## src/rtl/spi_target_pkg.sv

```systemverilog
// Shared SPI definitions: word widths, FSM state encoding and counter sizing.
`ifndef W_CPU
`define W_CPU 32
`endif
`ifndef W_SPI_CTRL
`define W_SPI_CTRL 8
`endif

package spi_target_pkg;

  localparam int SPI_W_DEFAULT    = `W_CPU;
  localparam int SPI_CTRL_W       = `W_SPI_CTRL;
  localparam int SPI_SYNC_DEFAULT = 2;

  typedef enum logic [1:0] {
    IDLE  = 2'd0,
    LOAD  = 2'd1,
    SHIFT = 2'd2,
    DONE  = 2'd3
  } spi_state_e;

  // Bit counter must hold 0..W.
  function automatic int spi_cnt_w(input int w);
    return $clog2(w + 1);
  endfunction

endpackage

```

## src/rtl/spi_sync.sv

```systemverilog
// N-stage synchronizer for one asynchronous input, with rise/fall strobes
// derived from the synchronized level.
module spi_sync #(
  parameter int STAGES = 2
) (
  input  logic clk,
  input  logic rst,
  input  logic d,
  output logic q,
  output logic rise,
  output logic fall
);

  logic [STAGES-1:0] chain;
  logic              q_prev;

  always_ff @(posedge clk or posedge rst) begin
    if (rst) begin
      chain  <= '0;
      q_prev <= 1'b0;
    end else begin
      chain  <= (chain << 1) | STAGES'(d);
      q_prev <= chain[STAGES-1];
    end
  end

  assign q    = chain[STAGES-1];
  assign rise = q & ~q_prev;
  assign fall = ~q & q_prev;

endmodule

```

## src/rtl/spi_target.sv

```systemverilog
// SPI mode-0 target: oversampled by clk, W-bit words MSB first, single-entry
// transmit buffer, back-to-back words while chip select stays high.
module spi_target
  import spi_target_pkg::*;
#(
  parameter int W           = SPI_W_DEFAULT,
  parameter int SYNC_STAGES = SPI_SYNC_DEFAULT
) (
  input  logic         clk,
  input  logic         rst,
  input  logic         spi_clk,
  input  logic         spi_cs,
  input  logic         spi_mosi,
  output logic         spi_miso,
  input  logic [W-1:0] tx_data,
  input  logic         tx_valid,
  output logic         tx_ready,
  output logic [W-1:0] rx_data,
  output logic         rx_valid,
  output logic         tx_underrun,
  output logic         frame_err
);

  localparam int CW = spi_cnt_w(W);

  logic sclk_q, sclk_rise, sclk_fall;
  logic cs_q, cs_rise, cs_fall;
  logic mosi_q, mosi_rise, mosi_fall;

  spi_sync #(.STAGES(SYNC_STAGES)) u_sync_sclk (
    .clk(clk), .rst(rst), .d(spi_clk), .q(sclk_q), .rise(sclk_rise), .fall(sclk_fall)
  );
  spi_sync #(.STAGES(SYNC_STAGES)) u_sync_cs (
    .clk(clk), .rst(rst), .d(spi_cs), .q(cs_q), .rise(cs_rise), .fall(cs_fall)
  );
  spi_sync #(.STAGES(SYNC_STAGES)) u_sync_mosi (
    .clk(clk), .rst(rst), .d(spi_mosi), .q(mosi_q), .rise(mosi_rise), .fall(mosi_fall)
  );

  logic unused_sync;
  assign unused_sync = ^{sclk_q, cs_fall, mosi_rise, mosi_fall};

  // After reset the synchronizers refill from zero, which would fake a cs
  // rising edge if cs was held high; only accept a frame start once cs has
  // been seen low with the synchronizer pipeline settled.
  logic [SYNC_STAGES:0] settle;
  logic                 armed;

  always_ff @(posedge clk or posedge rst) begin
    if (rst) begin
      settle <= '0;
      armed  <= 1'b0;
    end else begin
      settle <= {settle[SYNC_STAGES-1:0], 1'b1};
      if (settle[SYNC_STAGES] && !cs_q) armed <= 1'b1;
    end
  end

  spi_state_e      state, state_nxt;
  logic [CW-1:0]   cnt, cnt_nxt;
  logic            load_en, rx_shift, tx_shift, word_done, abort;

  always_ff @(posedge clk or posedge rst) begin
    if (rst) begin
      state <= IDLE;
      cnt   <= '0;
    end else begin
      state <= state_nxt;
      cnt   <= cnt_nxt;
    end
  end

  always_comb begin
    state_nxt = state;
    cnt_nxt   = cnt;
    load_en   = 1'b0;
    rx_shift  = 1'b0;
    tx_shift  = 1'b0;
    word_done = 1'b0;
    abort     = 1'b0;
    unique case (state)
      IDLE: if (cs_rise && armed) state_nxt = LOAD;
      LOAD: begin
        load_en   = 1'b1;
        state_nxt = SHIFT;
      end
      SHIFT: begin
        if (!cs_q) begin
          abort     = (cnt != '0);
          cnt_nxt   = '0;
          state_nxt = IDLE;
        end else if (sclk_rise) begin
          rx_shift = 1'b1;
          if (cnt == CW'(W - 1)) begin
            word_done = 1'b1;
            cnt_nxt   = '0;
            state_nxt = DONE;
          end else begin
            cnt_nxt = cnt + 1'b1;
          end
        end else if (sclk_fall) begin
          tx_shift = 1'b1;
        end
      end
      DONE: begin
        if (!cs_q)          state_nxt = IDLE;
        else if (sclk_fall) state_nxt = LOAD;
      end
      default: state_nxt = IDLE;
    endcase
  end

  logic [W-1:0] tx_sr, rx_sr, buf_data;
  logic         buf_full, load_take, tx_accept;

  // A word offered in the same clk that LOAD drains the buffer is kept.
  assign load_take = load_en & buf_full;
  assign tx_accept = tx_valid & (~buf_full | load_take);

  always_ff @(posedge clk or posedge rst) begin
    if (rst) begin
      tx_sr       <= '0;
      rx_sr       <= '0;
      rx_data     <= '0;
      buf_data    <= '0;
      buf_full    <= 1'b0;
      rx_valid    <= 1'b0;
      tx_underrun <= 1'b0;
      frame_err   <= 1'b0;
    end else begin
      rx_valid    <= word_done;
      frame_err   <= abort;
      tx_underrun <= load_en & ~buf_full;

      if (load_en)       tx_sr <= buf_full ? buf_data : '0;
      else if (tx_shift) tx_sr <= {tx_sr[W-2:0], 1'b0};

      if (rx_shift)  rx_sr   <= {rx_sr[W-2:0], mosi_q};
      if (word_done) rx_data <= {rx_sr[W-2:0], mosi_q};

      if (tx_accept) begin
        buf_full <= 1'b1;
        buf_data <= tx_data;
      end else if (load_take) begin
        buf_full <= 1'b0;
      end
    end
  end

  assign tx_ready = ~buf_full;
  assign spi_miso = (state != IDLE) && tx_sr[W-1];

endmodule

```

## config.mk

```make
export PLATFORM = sky130hd
export DESIGN_NAME = spi_target
export DESIGN_NICKNAME = d
export VERILOG_FILES = /design/src/rtl/spi_target_pkg.sv /design/src/rtl/spi_sync.sv /design/src/rtl/spi_target.sv
export SDC_FILE = /design/constraint.sdc
export NUM_CORES = 1
export LEC_CHECK = 0
export CAP_MARGIN = 20
export CORE_AREA = 4 4 99 194
export DETAILED_ROUTE_END_ITERATION = 10
export DIE_AREA = 0 0 103 198
export MAX_ROUTING_LAYER = met4
export RECOVER_POWER = 50
export SETUP_SLACK_MARGIN = 0.3
export SYNTH_ARGS = -nofsm -noshare
export SYNTH_HDL_FRONTEND = slang
export SYNTH_SLANG_ARGS = --single-unit
```

## constraint.sdc

```tcl
create_clock -name clk -period 6.55 [get_ports clk]
set_input_delay 1.965 -clock clk [delete_from_list [all_inputs] [get_ports clk]]
set_output_delay 1.965 -clock clk [all_outputs]
set_load 0.02 [all_outputs]
```

==> metrics.md, run 1 <==
| Metric | Value |
|---|---|
| Status | `complete, but fails checks` |
| Failing checks | `capacitance limit, slew limit` |
| Share of cells above drive strength 1 | `between 15 and 20%` |
| P per Cell Area | `369 nW/um2` |
| Post_cts resized | `0` |
| CTS H-Tree Depth | `4` |
| # setup viols final | `0` |
| Hold Crit Depth | `0` |
| Critical Path AT | `roughly 4300 ps` |
| Largest net degree at the start of global routing | `112` |
| Count leader, synth | `dfrtp_1` |
| Longest Clk Path Bufs | `2` |
| Layout overhead on the synthesized area | `22.6%` |
| R2r setup slk | `2440 ps` |
| Worst vdd ir | `0.157 mV` |
| Die Y | `~200 um` |
| GPL Wtd Cong | `around 0.74` |
| Clock skew | `10.4 ps` |
| Leading area contributor after synthesis | `dfrtp_1` |
| Post-CTS setup buffers | `0` |
| Max-cap violations | `4` |
| Worst-margin pin slew | `2140 ps` |
| Crit path largest cell delay | `1560 ps` |
| Slowest CP cell | `clkbuf_1` |
| Cell seen most often among critical-path stages | `clkbuf_1` |
| Worst r2r path cells | `5` |
| Total power | `between 0.002 and 0.003 W` |
| Logic pwr share | `between 10% and 20%` |
| Global-route wire length before repair | `19100 um` |
| Post-route core utilization | `about 42%` |
| Final Max Slew Viols | `161` |
| Routed vias | `3796` |
| Leak | `3.40 nW` |
| Met2 wire len | `a little over 6000 um` |
| Crit path cell chain | `nor2b_2 -> clkbuf_1 -> a31o_1 -> clkbuf_1 -> a31oi_1` |
| Worst r2r src | `state[0]` |
| Post-synth top area share | `61.8%` |
| Top_reg_cell synth | `dfrtp_1` |
| Final hold vios | `0` |
| Final period util | `a little over three fifths` |
| Initial core utilization | `between 30% and 40%` |
| Synth Warn # | `0` |
| Initial antenna violation count | `0` |
| Dpl ws | `roughly 2700 ps` |
| CTS tree | `done` |
| Tmin final | `between 4000 and 5000 ps` |
| Final net count | `slightly below 600` |
| Drt total wl | `11300 um` |
| Hold Crit Endpoint | `u_sync_cs.chain[1]` |
| Clock sink total | `151` |
| DRT met1 WL | `4580 um` |
| GRT Util Overall | `roughly 12%` |
| CTS root buf | `clkbuf_16` |
| Num rows | `just under 70` |
| Sequential share of power | `a little under half` |
| Iteration-0 DRC Markers | `~100` |
| Post-synth EDFFs | `0` |
| I/O Buffers | `74` |
| Synthesized cell area | `6110 um2` |
| Switch share | `27.7%` |
| Mean Syn Cell Area | `13.1 um2` |
| Die ar. | `20400 um2` |
| Nets in the synthesized netlist | `507` |
| Num CTS Buffers | `17` |
| Vias in the first global route | `4028` |
| Reg2reg end | `tx_sr[19]` |
| Synth top cells by count | `dfrtp_1, mux2_2, nand2_1` |
| Mean routed wirelength per cell | `between 10 and 15 um` |
| Top post-synthesis cells by area | `dfrtp_1, mux2_2, mux2_4` |
| Syn Inst Count | `roughly 470` |
| Asr flop ratio synth | `between 90% and 100%` |
| Relative slew slack | `-42.4%` |
| Fmax | `about 240 MHz` |
| Crit-path max FO | `between 50 and 60` |
| Crit. End Element | `register` |
| Io pins | `75` |
| Min-delay src | `u_sync_cs.chain[0]` |
| Total internal power | `between 0.0015 and 0.002 W` |
| Hold_buf cts | `0` |
| Crit path required time | `6720 ps` |
| Vias per std cell | `between 4 and 5` |
| FILL cells | `1709` |
| Worst-path clk slew | `60 ps` |
| N_diodes | `0` |
| Worst min path class | `register to register` |
| Crit path kind | `register to register` |
| Routed wl met3 | `about 440 um` |
| Count of cell types in the netlist | `38` |
| Core ar. | `17800 um2` |
| Proportion of power drawn by the clock network | `34.3%` |
| Grt ovf | `0` |
| HPWL Detailed | `7490 um` |
| DR DRC count | `0` |
| Die width | `103 um` |
| Flops & latches, synth | `151` |
| Sequential element share of the synthesized area | `61.8%` |
| RSZ-0062 raised after global routing | `false` |
| Setup ws final | `2440 ps` |
| Setup TNS | `0 ps` |
| Crit start category | `register` |
| Skew-Pair Late Insertion Delay | `410 ps` |
| First-pass iteration count of the detailed router | `4` |
| DR top layer | `met4` |
| Final ANT Viol Nets | `0` |
| Switching power of the nets | `0.000766 W` |
-- worst max-delay path by stage --
stage,from,end,slack [ps],cells after the start
6_report,state[0],tx_sr[19],2440,5
3_5_place_dp,tx_valid,buf_data[22],2650,3
5_1_grt,state[0],tx_sr[16],1980,5
2_1_floorplan,rst,armed,520,1
3_3_place_gp,tx_valid,buf_data[22],2730,3
4_1_cts,state[1],spi_miso,2770,3
-- cell usage in the layout, fill, tap and decap left out, drive strengths merged, types with 2 or more instances in the layout --
master,count
a21o,2
a21oi,6
a31oi,31
buf,4
bufinv,2
clkbuf,23
clkdlybuf4s50,70
clkinv,8
clkinvlp,2
dfrtp,151
dlygate4sd3,4
ha,2
inv,7
mux2,95
nand2,40
nand2b,3
nand3,36
nor2,34
nor2b,5
nor4,2
o21ai,7
o31ai,2
-- sequential cells by signal, summed over array words and instances (netlist names) --
signal	cells
armed	1
buf_data	32
buf_full	1
cnt	6
frame_err	1
rx_data	32
rx_sr	31
rx_valid	1
settle	3
state	2
tx_sr	32
tx_underrun	1
u_sync_cs.chain	2
u_sync_cs.q_prev	1
u_sync_mosi.chain	2
u_sync_sclk.chain	2
u_sync_sclk.q_prev	1
-- per-layer routing --
metal,track usage [%],vias up
li1,-,1770
met1,13.1,1936
met2,21.1,77
met3,2.50,13
met4,5.19,0
met5,-,-
-- cell families (layout without fill, tap and decap cells) --
group	Yosys count	in the layout	share of synthesized area, %
buf+inv	38	120	2.99
fa+ha+maj	2	2	0.409
compound gates	55	55	5.67
mux	95	95	19.3
flops	151	151	61.8
simple gates	125	125	9.76
other cells	1	1	0.0614
-- power groups by stage --
stage	combinational (W)	sequential [W]	clock (W)
6_report	0.000522	0.00129	0.000948
3_5_place_dp	0.000528	0.00131	0
5_1_grt	0.000594	0.00132	0.00102
3_3_place_gp	0.000505	0.00130	0
4_1_cts	0.000528	0.00129	0.000973
2_1_floorplan	0.000424	0.00126	0
-- metrics by stage --
step | hold WS [ps] | cell area, um2 | instances
finish | 340 | 7490 | 762
CTS | 339 | 7590 | 759
floorplan | 331 | 6110 | 467
detailed placement | 336 | 7010 | 728
global route | 348 | 7490 | 762
global placement | 333 | 7010 | 728
-- layout make-up --
| cell class | instances | area [um2] | area share [%] |
|---|---|---|---|
| clock buffers | 20 | 457 | 6.09 |
| clock inverters | 11 | 126 | 1.69 |
| inverters | 8 | 31.3 | 0.417 |
| multi-input cells | 278 | 2010 | 26.9 |
| flip-flops and latches | 151 | 3780 | 50.4 |
| well taps | 213 | 267 | 3.56 |
| repair buffers | 81 | 822 | 11.0 |
-- critical path: cells and delay by family, from the launching register on --
family                 cells  cell delay [ps]
AOI/OAI and AO/OA          2              560
buffers and inverters      2             2670
DFF                        1              440
and+or+nand+nor            1              170
(Power assumes the default switching activity.)
==> inputs of run 2 (changes only) <==
==> constraint.sdc (replaced) <==
create_clock -name clk -period 4.2 [get_ports clk]
set_input_delay 1.26 -clock clk [delete_from_list [all_inputs] [get_ports clk]]
set_output_delay 1.26 -clock clk [all_outputs]
set_load 0.02 [all_outputs]
==> metrics.md, run 2 (same netlist as run 1, synthesis figures left out) <==
| Metric | Value |
|---|---|
| Vias in the first global route | `4091 (was 4028)` |
| Largest registers | `buf_data: 32 flops, rx_data: 32 flops, tx_sr: 32 flops (unchanged)` |
| Longest Clk Path Bufs | `2 (unchanged)` |
| Clock skew | `10.9 ps (was 10.4 ps)` |
| Min-delay src | `u_sync_cs.chain[0] (unchanged)` |
| Core ar. | `17800 um2 (unchanged)` |
| # setup viols final | `0 (unchanged)` |
| CTS tree | `done (unchanged)` |
| Critical Path AT | `1740 ps (was 4280 ps)` |
| GPL Wtd Cong | `0.737 (was 0.738)` |
| P per Cell Area | `574 nW/um2 (was 369 nW/um2)` |
| CTS H-Tree Depth | `4 (unchanged)` |
| Final Max Slew Viols | `136 (was 161)` |
| Crit. End Element | `output pin (was register)` |
| Fmax | `334 MHz` |
| Crit-path max FO | `36 (was 57)` |
| Crit path cell chain | `buf_4 -> inv_1 -> clkdlybuf4s50_1 (was nor2b_2 -> clkbuf_1 -> a31o_1 -> clkbuf_1 -> a31oi_1)` |
| RSZ-0062 raised after global routing | `false (unchanged)` |
| Die width | `103 um (unchanged)` |
| Commonest non-fill, non-tap cells in the layout | `dfrtp_1, clkdlybuf4s50_1, mux2_2 (unchanged)` |
| HPWL Detailed | `7620 um (was 7490 um)` |
| Tmin final | `3000 ps` |
| First-pass iteration count of the detailed router | `4 (unchanged)` |
| Hold Crit Endpoint | `u_sync_cs.chain[1] (unchanged)` |
| Post_cts resized | `0 (unchanged)` |
| I/O Buffers | `74 (unchanged)` |
| Hold Slack | `346 ps (was 340 ps)` |
| Die ar. | `20400 um2 (unchanged)` |
| Crit path required time | `2940 ps (was 6720 ps)` |
| Failing checks | `capacitance limit, slew limit (unchanged)` |
| Final ANT Viol Nets | `0 (unchanged)` |
| Routed vias | `3794 (was 3796)` |
| Final net count | `577 (unchanged)` |
| Mean routed wirelength per cell | `15.0 um (was 14.8 um)` |
| Initial antenna violation count | `0 (unchanged)` |
| Worst r2r path cells | `6 (was 5)` |
| Post-CTS setup buffers | `0 (unchanged)` |
| N_diodes | `0 (unchanged)` |
| Largest net degree at the start of global routing | `86 (was 112)` |
| Skew-Pair Late Insertion Delay | `410 ps (about the same)` |
| Setup TNS | `0 ps (unchanged)` |
| Final hold vios | `0 (unchanged)` |
| Grt ovf | `0 (unchanged)` |
| Layout overhead on the synthesized area | `25.1% (was 22.6%)` |
| Max-cap violations | `3 (was 4)` |
| Final period util | `71.4%` |
| Global-route wire length before repair | `19500 um (was 19100 um)` |
| Clock sink total | `151 (unchanged)` |
| Num rows | `69 (unchanged)` |
| Worst r2r src | `state[0] (unchanged)` |
| GRT Util Overall | `12.4% (was 12.1%)` |
| Num CTS Buffers | `17 (unchanged)` |
| Hold_buf cts | `0 (unchanged)` |
| Vias per std cell | `4.97 (was 4.98)` |
| Worst-path clk slew | `60 ps (about the same)` |
| Relative slew slack | `-6.72% (was -42.4%)` |
| Worst-margin pin slew | `1600 ps (was 2140 ps)` |
| Leak | `3.49 nW (was 3.40 nW)` |
| Share of cells above drive strength 1 | `24.5% (was 18.6%)` |
| Die Y | `198 um (unchanged)` |
| CTS root buf | `clkbuf_16 (unchanged)` |
| Hold Crit Depth | `0 (unchanged)` |
| Worst vdd ir | `0.270 mV (was 0.157 mV)` |
| Io pins | `75 (unchanged)` |
| Drt total wl | `11500 um (was 11300 um)` |
| Worst min path class | `register to register (unchanged)` |
| Status | `complete, but fails checks (unchanged)` |
| Most common cell after layout, fill and taps aside | `dfrtp_1 (unchanged)` |
| DR DRC count | `0 (unchanged)` |
| Crit path largest cell delay | `550 ps (was 1560 ps)` |
| Slowest CP cell | `clkdlybuf4s50_1 (was clkbuf_1)` |
| Reg2reg end | `tx_sr[17] (was tx_sr[19])` |
| Crit start category | `register (unchanged)` |
| Iteration-0 DRC Markers | `145 (was 104)` |
| Crit path kind | `register to output pin (was register to register)` |
| Initial core utilization | `34.4% (unchanged)` |
| R2r setup slk | `1320 ps (was 2440 ps)` |
-- run 2: worst max-delay path, delay by kind of cell, from the launching register on --
family / cells / cell delay [ps]
buffers and inverters: 3 / 1010
DFF: 1 / 320
-- run 2: worst max-delay path by stage --
stage	startpoint	end	slack [ps]
after floorplan	rst	armed	1040
after CTS	buf_full	tx_ready	1160
after global routing	rst	rx_sr[7]	900
after detailed placement	tx_valid	buf_data[19]	1020
final	buf_full	tx_ready	1200
after global placement	tx_valid	buf_data[19]	1070
-- run 2: power by group --
group          switching [W]  internal (W)
Clock               0.000618      0.000935
Sequential          0.000216       0.00180
Combinational       0.000411      0.000410
Total                0.00125       0.00315
-- run 2: per-stage QoR --
| stage | total power [W] | cell area (um2) | worst slack [ps] | instances | util, % |
|---|---|---|---|---|---|
| final | 0.00439 | 7650 | 1200 | 763 | 43.0 |
| after global routing | 0.00466 | 7650 | 895 | 763 | 43.0 |
| after CTS | 0.00445 | 7650 | 1160 | 761 | 43.0 |
| after detailed placement | 0.00288 | 7040 | 1020 | 729 | 39.6 |
| after global placement | 0.00282 | 7040 | 1070 | 729 | 39.6 |
| after floorplan | 0.00263 | 6120 | 1040 | 467 | - |
-- run 2: final cells by class --
cell class / instances / area (um2)
fill: 1655 / 10100
sequential: 151 / 3780
multi-input combinational: 278 / 2140
timing repair buffer: 81 / 828
clock buffer: 21 / 470
tap: 213 / 267
clock inverter: 11 / 136
inverter: 8 / 31.3
-- run 2: layer usage --
layer	vias to the layer above	global-route usage [%]	part of all wire, %
met1	1901	12.6	38
met4	0	5.24	2.3
met2	92	22.3	55
met5	-	-	0
met3	23	2.64	4.0
li1	1778	-	-
